===== config.mk =====
export PLATFORM = sky130hd
export DESIGN_NAME = rd_burst_fsm
export DESIGN_NICKNAME = d
export VERILOG_FILES = /design/src/rtl/rd_burst_fsm.sv
export SDC_FILE = /design/constraint.sdc
export NUM_CORES = 1
export LEC_CHECK = 0
export CORE_ASPECT_RATIO = 1.1
export CORE_MARGIN = 8
export CORE_UTILIZATION = 40
export DETAILED_ROUTE_END_ITERATION = 7
export PLACE_DENSITY = 0.69
export SLEW_MARGIN = 30
export SYNTH_ARGS = -nofsm -noshare
export SYNTH_HDL_FRONTEND = slang
export SYNTH_SLANG_ARGS = --single-unit

===== constraint.sdc =====
create_clock -name clk -period 2.2 [get_ports clk]
set_input_delay 0.22 -clock clk [delete_from_list [all_inputs] [get_ports clk]]
set_output_delay 0.22 -clock clk [all_outputs]
set_load 0.005 [all_outputs]

===== src/rtl/rd_burst_fsm.sv =====
// rd_burst_fsm: multi-beat read sequencer for a slow peripheral.
// A go pulse in IDLE launches len+1 read beats. Each beat is one READ cycle
// followed by wait_cyc+1 DLY cycles. A ws request on the last DLY cycle
// re-reads the same beat.
// Optional feature: define RD_BURST_WS_TIMEOUT_EN to bound consecutive
// retries per beat at MAX_RETRY. When the bound is hit, the burst ends in
// DONE with err set. Without the macro, retries are unlimited and err is 0.
// All control outputs come straight from flops. rd, rd_strb, ds and busy are
// bits of the state encoding.

module rd_burst_fsm #(
    parameter int BEATS_W   = 4,
    parameter int WAIT_W    = 4,
    parameter int MAX_RETRY = 7
) (
    input  logic               clk,
    input  logic               resetb,
    input  logic               go,
    input  logic [BEATS_W-1:0] len,
    input  logic [WAIT_W-1:0]  wait_cyc,
    input  logic               ws,
    output logic               rd,
    output logic               rd_strb,
    output logic               ds,
    output logic               err,
    output logic               busy,
    output logic [BEATS_W-1:0] beat_cnt
);

    // State encoding carries the outputs: [3]=busy [2]=ds [1]=rd_strb [0]=rd.
    // Every state has a distinct output pattern, so no extra id bits are needed.
    localparam logic [3:0] IDLE = 4'b0000;
    localparam logic [3:0] READ = 4'b1011;
    localparam logic [3:0] DLY  = 4'b1001;
    localparam logic [3:0] DONE = 4'b1100;

    // Retry bound must fit the 8-bit retry counter.
    if (MAX_RETRY < 1 || MAX_RETRY > 255) begin : g_bad_max_retry
        $error("rd_burst_fsm: MAX_RETRY must be in 1..255");
    end

    logic [3:0]         state;
    logic [3:0]         state_nxt;
    logic [BEATS_W-1:0] len_q;
    logic [WAIT_W-1:0]  wait_q;
    logic [WAIT_W-1:0]  dly_cnt;
    logic               accept;
    logic               last_dly;
    logic               last_beat;
    logic               abort_now;

    assign accept    = (state == IDLE) && go;
    assign last_dly  = (state == DLY) && (dly_cnt == '0);
    assign last_beat = (beat_cnt == len_q);

`ifdef RD_BURST_WS_TIMEOUT_EN
    localparam logic [7:0] RETRY_LIM = 8'(MAX_RETRY);

    logic [7:0] retry_cnt;

    // A ws at the retry limit on the last DLY cycle aborts the burst.
    assign abort_now = last_dly && ws && (retry_cnt == RETRY_LIM);

    // Consecutive-retry counter for the current beat; saturates at the limit.
    always_ff @(posedge clk or negedge resetb) begin
        if (!resetb) begin
            retry_cnt <= '0;
        end else if (accept) begin
            retry_cnt <= '0;
        end else if (last_dly) begin
            if (ws) begin
                if (retry_cnt != RETRY_LIM) begin
                    retry_cnt <= retry_cnt + 8'd1;
                end
            end else begin
                retry_cnt <= '0;
            end
        end
    end

    // err flags the DONE cycle that results from a retry-limit abort.
    always_ff @(posedge clk or negedge resetb) begin
        if (!resetb) begin
            err <= 1'b0;
        end else begin
            err <= abort_now;
        end
    end
`else
    // Unlimited retries: there is no abort path and err never asserts.
    assign abort_now = 1'b0;
    assign err       = 1'b0;
`endif

    // Next-state selection for the four-state sequencer.
    always_comb begin
        state_nxt = state;
        case (state)
            IDLE: begin
                if (go) begin
                    state_nxt = READ;
                end
            end
            READ: begin
                state_nxt = DLY;
            end
            DLY: begin
                if (dly_cnt == '0) begin
                    if (ws) begin
                        state_nxt = abort_now ? DONE : READ;
                    end else if (last_beat) begin
                        state_nxt = DONE;
                    end else begin
                        state_nxt = READ;
                    end
                end
            end
            DONE: begin
                state_nxt = IDLE;
            end
            default: begin
                state_nxt = IDLE;
            end
        endcase
    end

    // State register; reset lands in IDLE so every output reads 0.
    always_ff @(posedge clk or negedge resetb) begin
        if (!resetb) begin
            state <= IDLE;
        end else begin
            state <= state_nxt;
        end
    end

    // Burst parameters are latched only when a burst is accepted, and the
    // per-beat delay counter is reloaded on every READ. None of these need
    // reset because they are only consulted after being loaded.
    always_ff @(posedge clk) begin
        if (accept) begin
            len_q  <= len;
            wait_q <= wait_cyc;
        end
        if (state == READ) begin
            dly_cnt <= wait_q;
        end else if (state == DLY && dly_cnt != '0) begin
            dly_cnt <= dly_cnt - 1'b1;
        end
    end

    // Beat index: cleared on accept, advanced when a beat completes with
    // more beats to go, held through retries and through DONE.
    always_ff @(posedge clk or negedge resetb) begin
        if (!resetb) begin
            beat_cnt <= '0;
        end else if (accept) begin
            beat_cnt <= '0;
        end else if (last_dly && !ws && !last_beat) begin
            beat_cnt <= beat_cnt + 1'b1;
        end
    end

    assign busy    = state[3];
    assign ds      = state[2];
    assign rd_strb = state[1];
    assign rd      = state[0];

endmodule


; Yosys cells after proc, flatten, opt, wreduce, memory -nomap -nowiden
; Cells that the tools add are included.
; Widths: inputs -> output; s select.
[classes]
add_sub_neg = 2
eq_ne = 5
mux = 9
n_reduce_logical = 13
[op_table]
columns = operator, n
row1 = $mux 4, 6
row2 = $pmux 4 s3, 1
row3 = $eq 4x4->1 const B, 2
row4 = $logic_not 4->1, 2
row5 = $mux 3, 2
row6 = $logic_and 1x1->1, 5
row7 = $add 4x1->4 const B, 1
row8 = $eq 4x4->1, 1
row9 = $ne 2x2->1 const B, 2
row10 = $reduce_bool 2->1, 2
row11 = $reduce_bool 4->1, 1
row12 = $sub 4x1->4 const B, 1
row13 = $logic_not 1->1, 2
row14 = $reduce_and 2->1, 1
[word_totals]
register_bits = 20
in_bits = 12
output_inout_bits = 9
wordCells = 34

; Logic depth before layout (Yosys ltp)
; Gate-level depths: netlist (run 1).
[depth]
depth_word = 6
mapped_depth = 6
ltp_nobuf = 6

; Worst setup path after synthesis (run 1)
; Ideal clock, no wire load.
[synth_timing]
path_kind = reg-to-reg
startpoint = register dly_cnt[0]
endpoint = register beat_cnt[2]
setup_time_ns = 0.078
t_arrival_ns = 1.908
required_time_ns = 2.122
slack_ns = 0.214
stages_incl_launch_ff = 7
n_path_buf = 0
period_less_slack_ns = 1.986
cell_sequence = edfxtp_1 inv_1 ha_1 or3b_4 or3_4 or4_1 a21oi_1
[synth_between]
elab_chain_cells = 5
[synth_lines]
columns = item, line_no
row1 = "start, declared", 46  ; logic [WAIT_W-1:0] dly_cnt;
row2 = "start signal, assigned", 145  ; dly_cnt <= wait_q;
row3 = "start signal, assigned", 147  ; dly_cnt <= dly_cnt - 1'b1;
row4 = $logic_not 4->1, 53  ; assign last_dly = (state == DLY) && (dly_cnt == '0);
row5 = $logic_and 1x1->1, 53
row6 = $logic_and 1x1->1 (2 in a row), 158  ; end else if (last_dly && !ws && !last_beat) begin
row7 = $reduce_bool 2->1 (no line), n/a
row8 = "end signal, assigned", 159  ; beat_cnt <= beat_cnt + 1'b1;
row9 = "end, declared", 27  ; output logic [BEATS_W-1:0] beat_cnt
; Every way passes these cells.
; A chain may end at the register's enable or synchronous reset.

; Worst setup path after layout (run 1)
; Ends and elaborated chain as after synthesis.

==> results of run 1 <==
[per-layer routing]
layer,global-route usage [%],up-vias,wire [um]
met1,10.1,316,738
met2,15.4,18,806
met5,0,-,0
met3,3.11,4,133
li1,-,326,-
met4,5.13,0,32
[how the worst max path moves through the flow]
| stage | from | endpoint | slack, ns | depth (start not counted) |
|---|---|---|---|---|
| final | dly_cnt[0]$_DFFE_PP_ | beat_cnt[2]$_DFFE_PN0P_ | 0.08 | 6 |
| after global routing | dly_cnt[0]$_DFFE_PP_ | beat_cnt[2]$_DFFE_PN0P_ | 0.01 | 6 |
| after CTS | dly_cnt[0]$_DFFE_PP_ | beat_cnt[2]$_DFFE_PN0P_ | 0.07 | 6 |
| after detailed placement | dly_cnt[0]$_DFFE_PP_ | beat_cnt[2]$_DFFE_PN0P_ | 0.11 | 6 |
| after global placement | dly_cnt[0]$_DFFE_PP_ | beat_cnt[2]$_DFFE_PN0P_ | 0.18 | 6 |
| after floorplan | dly_cnt[0]$_DFFE_PP_ | beat_cnt[2]$_DFFE_PN0P_ | 0.21 | 6 |
[sequential cells by signal, summed over array words and instances, names as in the netlist]
name      cells
dly_cnt       4
state         4
len_q         4
beat_cnt      4
wait_q        4
[worst max-delay path, cell delays in order (launching register included)]
cell,delay (ns)
edfxtp_1,0.44
inv_2,0.07
ha_2,0.18
or3b_4,0.41
or3_4,0.39
or4_1,0.43
a21oi_2,0.12
[through the flow]
stage	power, mW	area [um2]	util [%]	instances	hold slack, ns
CTS	0.962	1170	53.1	129	0.179
detailed placement	0.785	1140	51.9	125	0.520
floorplan	0.666	917	-	76	-0.0756
global route	1.01	1180	53.7	130	0.196
global placement	0.777	1140	51.9	125	0.520
finish	0.957	1180	53.7	130	0.175
[placed cells by master (no fill, tap or decap), types with 2 or more instances in the layout]
cell / count
mux2i_1: 2
or4_1: 2
xnor2_1: 6
nand2_1: 4
a21oi_1: 6
edfxtp_1: 12
o31ai_1: 2
clkinv_1: 2
clkbuf_4: 3
dfrtp_1: 8
nand3_1: 2
inv_1: 2
nor3_1: 4
clkdlybuf4s50_1: 19
buf_4: 2
nor2_1: 6
[power by group through the flow]
stage          clock network [mW]  logic (mW)  registers (mW)
2_1_floorplan                   0       0.124           0.541
3_3_place_gp                    0       0.230           0.547
3_5_place_dp                    0       0.235           0.550
4_1_cts                     0.184       0.237           0.541
5_1_grt                     0.197       0.261           0.550
6_report                    0.179       0.238           0.541
[repair_timing]
action / in CTS / in global routing
setup endpoints to repair: 0 / 1
setup buffers: 0 / 1
resized for setup: 0 / 3
[cells by family (layout without fill, tap and decap cells)]
group                      after synthesis  count (layout)  share of synthesized area, %
AOI/OAI and AO/OA                       12              12                          7.37
other                                    1               1                         0.409
DFF                                     20              20                          61.1
and+or+nand+nor                         28              28                          18.0
muxes                                    2               2                          2.18
buffers and inverters                    5              29                          2.46
adders and majority gates                2               2                          2.73
xor gates and xnor gates                 6               6                          5.73
[cell type report]
class | count | area [um2]
fillers | 213 | 1020
clock buffers | 3 | 22.5
flip-flops and latches | 20 | 561
multi-input cells | 51 | 340
clock inverters | 1 | 3.75
inverters | 4 | 15.0
well taps | 30 | 37.5
repair buffers | 21 | 205
==> out/metrics.cfg, run 1 <==
[route]
ant_nets=0
post_drt_wl_per_cell_um=13.2
postRouteWirelength_um=1710
dr.pass1.iters=4
routed_via_density=5.11
drc_errors=0
vias=664
drtIter0Drc=18

[place]
dp.final_hpwl_um=1330
io_buffers=19
pre_cts_ws_ns=0.111
gp_congestion=0.778

[pwr]
p_int_mw=0.682
vdd_drop_max_uv=433
seqPwrFrac_pct=56.5
p_sw_mw=0.275
combPwrFrac_pct=24.8
power_density_mw_per_mm2=808
switching_share_pct=28.7
power.share.clock_pct=18.7
p_leak_nw=0.451

[finish]
antennaDiodeCount=0
final_nets=115
syn2layout_area_growth_pct=29.2
drive_above_1_share_pct=10.0

[logic_synthesis]
syn_avg_cell_area_um2=12.1
synthTopCellsByCount=12 x edfxtp_1, 8 x dfrtp_1, 7 x a21oi_1
yosysMostFrequentCell=edfxtp_1
synthDominantCellAreaShare_pct=39.3
synth-edff-count=12
yosysWarningCount=0
synth-async-reset-ratio_pct=40.0
synth_area_leaders=edfxtp_1 39%, dfrtp_1 22%, xnor2_1 5.7%
netlist_instances=76
yosysTopAreaCell=edfxtp_1
synth_flop_cell=edfxtp_1
ys_seq_elements=20
yosysUniqueCellTypes=29
syn_area_um2=917
syn_nets=90
ys_seq_area_share_pct=61.1

[timing]
max_slew_margin_pct=62.7
min_period_ns=2.12
worst_pin_slew_ns=0.556
fin_ws_ns=0.0841
post-route-period-util_pct=96.2
fmax_mhz=473
finalHoldViolCount=0
setup_viol=0
rsz0062_at_grt=no
tns_ns=0
report.final.slew_viol_count=0
skew_ns=0.00744

[floorplan]
die_h_um=66.2
die_w_um=61.7
initial_core_util_pct=41.6
core_mm2=0.00221
placementRows=18
die_area_mm2=0.00408
num_io_pins=21

[cts]
cts_hold_buf=0
cts_buffers=3
clock_path_buffers=2
htree_levels=1
clk_latency_ns=0.30
root_buffer=clkbuf_4
clk_pin_slew_worst_paths_ns=0.11
cts.sink_count=20
cts_tree=yes

[run_status]
run_status=finished, final reports clean

[global_routing]
grt_pass1_vias=664
gr-total-overflow=0
gr-usage-all-layers_pct=9.36
grt_start_max_net_pins=12
grt_pass1_wl_um=2840
antenna_found_initial=0

[setup_path]
cp.arrival_ns=2.35
critPathLaunchType=flip-flop
r2r.worst_path.cells=6
worstPathMaxFanout=5
crit_path_end_kind=flip-flop
path_class=flip-flop to flip-flop
critPathRequiredTime_ns=2.43
r2r_slack_ns=0.08
r2r_start=dly_cnt[0]$_DFFE_PP_
r2r_end=beat_cnt[2]$_DFFE_PN0P_

[min_path]
hp-class=primary input to async pin

[job]
drv_cap=0

Note: power is estimated with default switching activity, not from simulation.
==> run 2, diff against run 1 <==
- REMOVE_ABC_BUFFERS: default -> 1
- clock period: 2.2 -> 2.3 ns (I/O delays scaled with it)
==> out/metrics.cfg, run 2 (synthesized netlist as in run 1, its figures left out) <==
[cts]
cts-resized-gates=0  ; unchanged
clk_latency_ns=0.29  ; was 0.30 ns
root_buffer=clkbuf_4  ; unchanged
cts_buffers=3  ; unchanged
clock_path_buffers=2  ; unchanged
clk_pin_slew_worst_paths_ns=0.10  ; was 0.11 ns
cts_tree=yes  ; unchanged
cts.sink_count=20  ; unchanged
cts_hold_buf=0  ; unchanged
htree_levels=1  ; unchanged
post_cts_buffers=0  ; unchanged

[route]
drc_errors=0  ; unchanged
ant_nets=0  ; unchanged
post_drt_wl_per_cell_um=13.7  ; was 13.2 um
drtIter0Drc=14  ; was 18
vias=668  ; was 664
routed_via_density=5.22  ; was 5.11
postRouteWirelength_um=1750  ; was 1710 um
dr.pass1.iters=4  ; unchanged

[finish]
final_common_cell=clkdlybuf4s50_1  ; unchanged
final_nets=113  ; was 115
antennaDiodeCount=0  ; unchanged
syn2layout_area_growth_pct=28.0  ; was 29.2%
mostFrequentLayoutCells=19 x clkdlybuf4s50_1, 12 x edfxtp_1, 8 x dfrtp_1, 7 x a21oi_1  ; was 19 x clkdlybuf4s50_1, 12 x edfxtp_1, 8 x dfrtp_1
drive_above_1_share_pct=6.12  ; was 10.0%

[setup_path]
cpPeakStageDelay_ns=0.42  ; was 0.44 ns
critPathRequiredTime_ns=2.52  ; was 2.43 ns
path_class=flip-flop to flip-flop  ; unchanged
crit_path_end_kind=flip-flop  ; unchanged
cp.arrival_ns=2.32  ; was 2.35 ns
cp_slowest_cell=edfxtp_1  ; unchanged
critPathLaunchType=flip-flop  ; unchanged
worstPathMaxFanout=5  ; unchanged
path_cells=inv_1 > ha_1 > or3b_4 > or3_4 > or4_1 > a21oi_1  ; was inv_2 > ha_2 > or3b_4 > or3_4 > or4_1 > a21oi_2

[timing]
fin_ws_ns=0.196  ; was 0.0841 ns
min_period_ns=2.10  ; was 2.12 ns
report.final.slew_viol_count=0  ; unchanged
whs_ns=0.205  ; was 0.175 ns
skew_ns=0.000717  ; was 0.00744 ns
fmax_mhz=475  ; was 473 MHz
rsz0062_at_grt=no  ; unchanged
worst_pin_slew_ns=0.598  ; was 0.556 ns
max_slew_margin_pct=59.9  ; was 62.7%
post-route-period-util_pct=91.5  ; was 96.2%
tns_ns=0  ; unchanged
setup_viol=0  ; unchanged
finalHoldViolCount=0  ; unchanged

[global_routing]
grt_pass1_vias=693  ; was 664
grt_start_max_net_pins=12  ; unchanged
gr-usage-all-layers_pct=10.1  ; was 9.36%
antenna_found_initial=0  ; unchanged
grt_pass1_wl_um=3080  ; was 2840 um
gr-total-overflow=0  ; unchanged

[place]
gp_congestion=0.745  ; was 0.778
dp.final_hpwl_um=1350  ; was 1330 um
pre_cts_ws_ns=0.217  ; was 0.111 ns
io_buffers=19  ; unchanged

[floorplan]
die_h_um=66.2  ; unchanged
die_w_um=61.7  ; unchanged
num_io_pins=21  ; unchanged
core_mm2=0.00221  ; unchanged
placementRows=18  ; unchanged
initial_core_util_pct=41.6  ; unchanged
die_area_mm2=0.00408  ; unchanged

[min_path]
hp-class=primary input to async pin  ; unchanged

[pwr]
power_density_mw_per_mm2=790  ; was 808 mW/mm2
vdd_drop_max_uv=411  ; was 433 uV
p_leak_nw=0.450  ; was 0.451 nW

[job]
drv_cap=0  ; unchanged

[run_status]
run_status=finished, final reports clean  ; unchanged

-- run 2: changes by cell type in the layout (fill, tap and decap cells not counted) --
cell / before / now
ha_2: 1 / 0
buf_4: 2 / 0
a21oi_1: 6 / 7
a21oi_2: 1 / 0
clkbuf_8: 0 / 1
inv_2: 1 / 0
clkinv_1: 2 / 1
ha_1: 1 / 2
inv_1: 2 / 3
-- run 2: final timing paths --
check | slack [ns] | end | startpoint | cells after the start
worst max-delay path | 0.20 | beat_cnt[2]$_DFFE_PN0P_ | dly_cnt[0]$_DFFE_PP_ | 6
worst min-delay path | 0.20 | state[2]$_DFFE_PN0P_ | resetb | 1
worst max register to register | 0.20 | beat_cnt[2]$_DFFE_PN0P_ | dly_cnt[0]$_DFFE_PP_ | 6
worst min register to register | 0.54 | beat_cnt[3]$_DFFE_PN0P_ | beat_cnt[3]$_DFFE_PN0P_ | 1
max in group asynchronous | 1.83 | beat_cnt[3]$_DFFE_PN0P_ | resetb | 1
min in group clk | 0.49 | len_q[2]$_DFFE_PP_ | len[2] | 1
-- run 2: layer usage --
layer,track usage (%),share of wire [%]
met2,15.8,51
met1,11.1,41
met4,5.41,0.86
met3,4.28,7.0
met5,0,0
-- run 2: cell type report --
class	instances	area, um2
Clock buffer	4	36.3
Fill cell	212	1030
Inverter	4	15.0
Multi-Input combinational cell	51	334
Sequential cell	20	561
Tap cell	30	37.5
Timing Repair Buffer	19	190
-- run 2: metrics by stage --
step,util [%],total power [mW],cells,cell area (um2)
6_report,53.2,0.927,128,1170
2_1_floorplan,-,0.636,75,910
3_5_place_dp,51.5,0.744,124,1140
3_3_place_gp,51.5,0.732,124,1140
5_1_grt,53.2,0.995,128,1170
4_1_cts,53.2,0.943,128,1170
-- run 2: power by group --
group	leakage (nW)	total, mW	internal [mW]	switching [mW]
clock	0.0210	0.196	0.0964	0.0993
combinational	0.210	0.213	0.110	0.104
sequential	0.219	0.518	0.468	0.0499
total	0.450	0.927	0.674	0.253
-- run 2: critical path: cells and delay by family (launching register included) --
family	cells	cell delay [ns]
buffers and inverters	1	0.08
adders and majority gates	1	0.17
AOI/OAI and AO/OA	1	0.16
DFF	1	0.42
and+or+nand+nor	3	1.20
==> run 3, diff against run 2 <==
--- a/config.mk
+++ b/config.mk
@@ -9,5 +9,5 @@
 export CORE_MARGIN = 8
-export CORE_UTILIZATION = 40
+export CORE_UTILIZATION = 30
 export DETAILED_ROUTE_END_ITERATION = 7
-export PLACE_DENSITY = 0.69
+export PLACE_DENSITY = 0.55
 export REMOVE_ABC_BUFFERS = 1
@@ -17 +17,2 @@
 export SYNTH_SLANG_ARGS = --single-unit
+export TNS_END_PERCENT = 30
--- a/constraint.sdc
+++ b/constraint.sdc
@@ -3,2 +3,2 @@
 set_output_delay 0.23 -clock clk [all_outputs]
-set_load 0.005 [all_outputs]
+set_load 0.1 [all_outputs]
==> out/metrics.cfg, run 3 (synthesized netlist as in run 1, its figures left out) <==
[run_status]
run_status=finished, final reports clean  ; unchanged

[cts]
root_buffer=clkbuf_4  ; unchanged
cts_tree=yes  ; unchanged
clk_pin_slew_worst_paths_ns=0.12  ; was 0.10 ns
clk_latency_ns=0.30  ; was 0.29 ns
cts-resized-gates=0  ; unchanged
post_cts_buffers=0  ; unchanged
cts_buffers=3  ; unchanged
cts.sink_count=20  ; unchanged
htree_levels=1  ; unchanged
cts_hold_buf=0  ; unchanged
clock_path_buffers=2  ; unchanged

[route]
drtIter0Drc=26  ; was 14
vias=649  ; was 668
post_drt_wl_per_cell_um=13.7  ; about the same
drc_errors=0  ; unchanged
routed_via_density=4.88  ; was 5.22
dr.pass1.iters=4  ; unchanged
ant_nets=0  ; unchanged
postRouteWirelength_um=1820  ; was 1750 um

[setup_path]
cp.arrival_ns=2.35  ; was 2.32 ns
crit_family=simple AND/OR/NAND/NOR gates  ; unchanged
critPathRequiredTime_ns=2.52  ; about the same
worstPathMaxFanout=5  ; unchanged
path_class=flip-flop to flip-flop  ; unchanged
worst-path-buf-inv=1  ; unchanged
crit_path_end_kind=flip-flop  ; unchanged
cp_slowest_cell=edfxtp_1  ; unchanged
critPathLaunchType=flip-flop  ; unchanged
path_cells=inv_1 > ha_1 > or3b_4 > or3_4 > or4_1 > a21oi_1  ; unchanged
cpPeakStageDelay_ns=0.43  ; was 0.42 ns

[job]
drv_cap=0  ; unchanged

[floorplan]
core_mm2=0.00297  ; was 0.00221 mm2
num_io_pins=21  ; unchanged
die_w_um=68.7  ; was 61.7 um
initial_core_util_pct=30.9  ; was 41.6%
die_area_mm2=0.00508  ; was 0.00408 mm2
placementRows=21  ; was 18
die_h_um=74.0  ; was 66.2 um

[timing]
report.final.slew_viol_count=0  ; unchanged
post-route-period-util_pct=92.4  ; was 91.5%
skew_ns=0.0115  ; was 0.000717 ns
rsz0062_at_grt=no  ; unchanged
worst_pin_slew_ns=0.598  ; about the same
fmax_mhz=471  ; was 475 MHz
whs_ns=0.201  ; was 0.205 ns
finalHoldViolCount=0  ; unchanged
tns_ns=0  ; unchanged
setup_viol=0  ; unchanged
min_period_ns=2.12  ; was 2.10 ns
max_slew_margin_pct=59.9  ; about the same

[global_routing]
gr-usage-all-layers_pct=7.35  ; was 10.1%
grt_start_max_net_pins=13  ; was 12
grt_pass1_wl_um=2800  ; was 3080 um
antenna_found_initial=0  ; unchanged
gr-total-overflow=0  ; unchanged
grt_pass1_vias=638  ; was 693

[place]
dp.final_hpwl_um=1380  ; was 1350 um
gp_congestion=0.812  ; was 0.745
io_buffers=19  ; unchanged

[finish]
mostFrequentLayoutCells=12 x edfxtp_1, 11 x clkdlybuf4s50_1, 9 x buf_4, 8 x dfrtp_1, 7 x a21oi_1  ; was 19 x clkdlybuf4s50_1, 12 x edfxtp_1, 8 x dfrtp_1, 7 x a21oi_1
syn2layout_area_growth_pct=28.9  ; was 28.0%
antennaDiodeCount=0  ; unchanged
final_common_cell=edfxtp_1  ; was clkdlybuf4s50_1
drive_above_1_share_pct=15.2  ; was 6.12%
final_nets=114  ; was 113

[min_path]
hp-class=primary input to async pin  ; unchanged

[pwr]
p_leak_nw=0.476  ; was 0.450 nW
vdd_drop_max_uv=692  ; was 411 uV
power_density_mw_per_mm2=1000  ; was 790 mW/mm2

==> run 3: cell count changes in the layout (fill, tap and decap cells not counted), sizes merged <==
cell / previous run / this run
buf: 0 / 9
clkdlybuf4s50: 19 / 11
clkbuf: 4 / 3
bufinv: 0 / 1
==> run 3: path summary, 6_finish.rpt <==
path / from / endpoint / slack, ns / cells after the start
max: dly_cnt[0]$_DFFE_PP_ / beat_cnt[2]$_DFFE_PN0P_ / 0.18 / 6
max in group asynchronous: resetb / beat_cnt[2]$_DFFE_PN0P_ / 1.84 / 1
max reg2reg: dly_cnt[0]$_DFFE_PP_ / beat_cnt[2]$_DFFE_PN0P_ / 0.18 / 6
min in group clk: len[2] / len_q[2]$_DFFE_PP_ / 0.47 / 1
min: resetb / beat_cnt[3]$_DFFE_PN0P_ / 0.20 / 1
min reg2reg: beat_cnt[3]$_DFFE_PN0P_ / beat_cnt[3]$_DFFE_PN0P_ / 0.55 / 1
==> run 3: power breakdown <==
group	switching, mW	internal (mW)	leakage [nW]
logic	0.270	0.109	0.229
registers	0.0523	0.468	0.219
clock network	0.111	0.176	0.0279
==> run 3: per-stage QoR <==
step           power [mW]  cell area [um2]  utilization [%]  worst slack, ns  instances
5_1_grt              1.24             1180             39.8           0.0650        133
2_1_floorplan       0.798              910                -            0.178         75
4_1_cts              1.19             1180             39.8            0.174        133
3_3_place_gp        0.903             1130             38.1            0.278        129
3_5_place_dp        0.909             1130             38.1            0.208        129
6_report             1.19             1180             39.8            0.175        133
==> run 3: final cells by class <==
class                           instances  area (um2)
Clock buffer                            3        22.5
Clock inverter                          1        30.0
Fill cell                             302        1790
Inverter                                4        15.0
Multi-Input combinational cell         51         334
Sequential cell                        20         561
Tap cell                               34        42.5
Timing Repair Buffer                   20         178
==> run 3: layer usage <==
layer | track usage [%] | wire (um)
met1 | 9.37 | 854
met2 | 10.9 | 827
met3 | 2.56 | 129
met4 | 3.35 | 13
met5 | 0 | 0
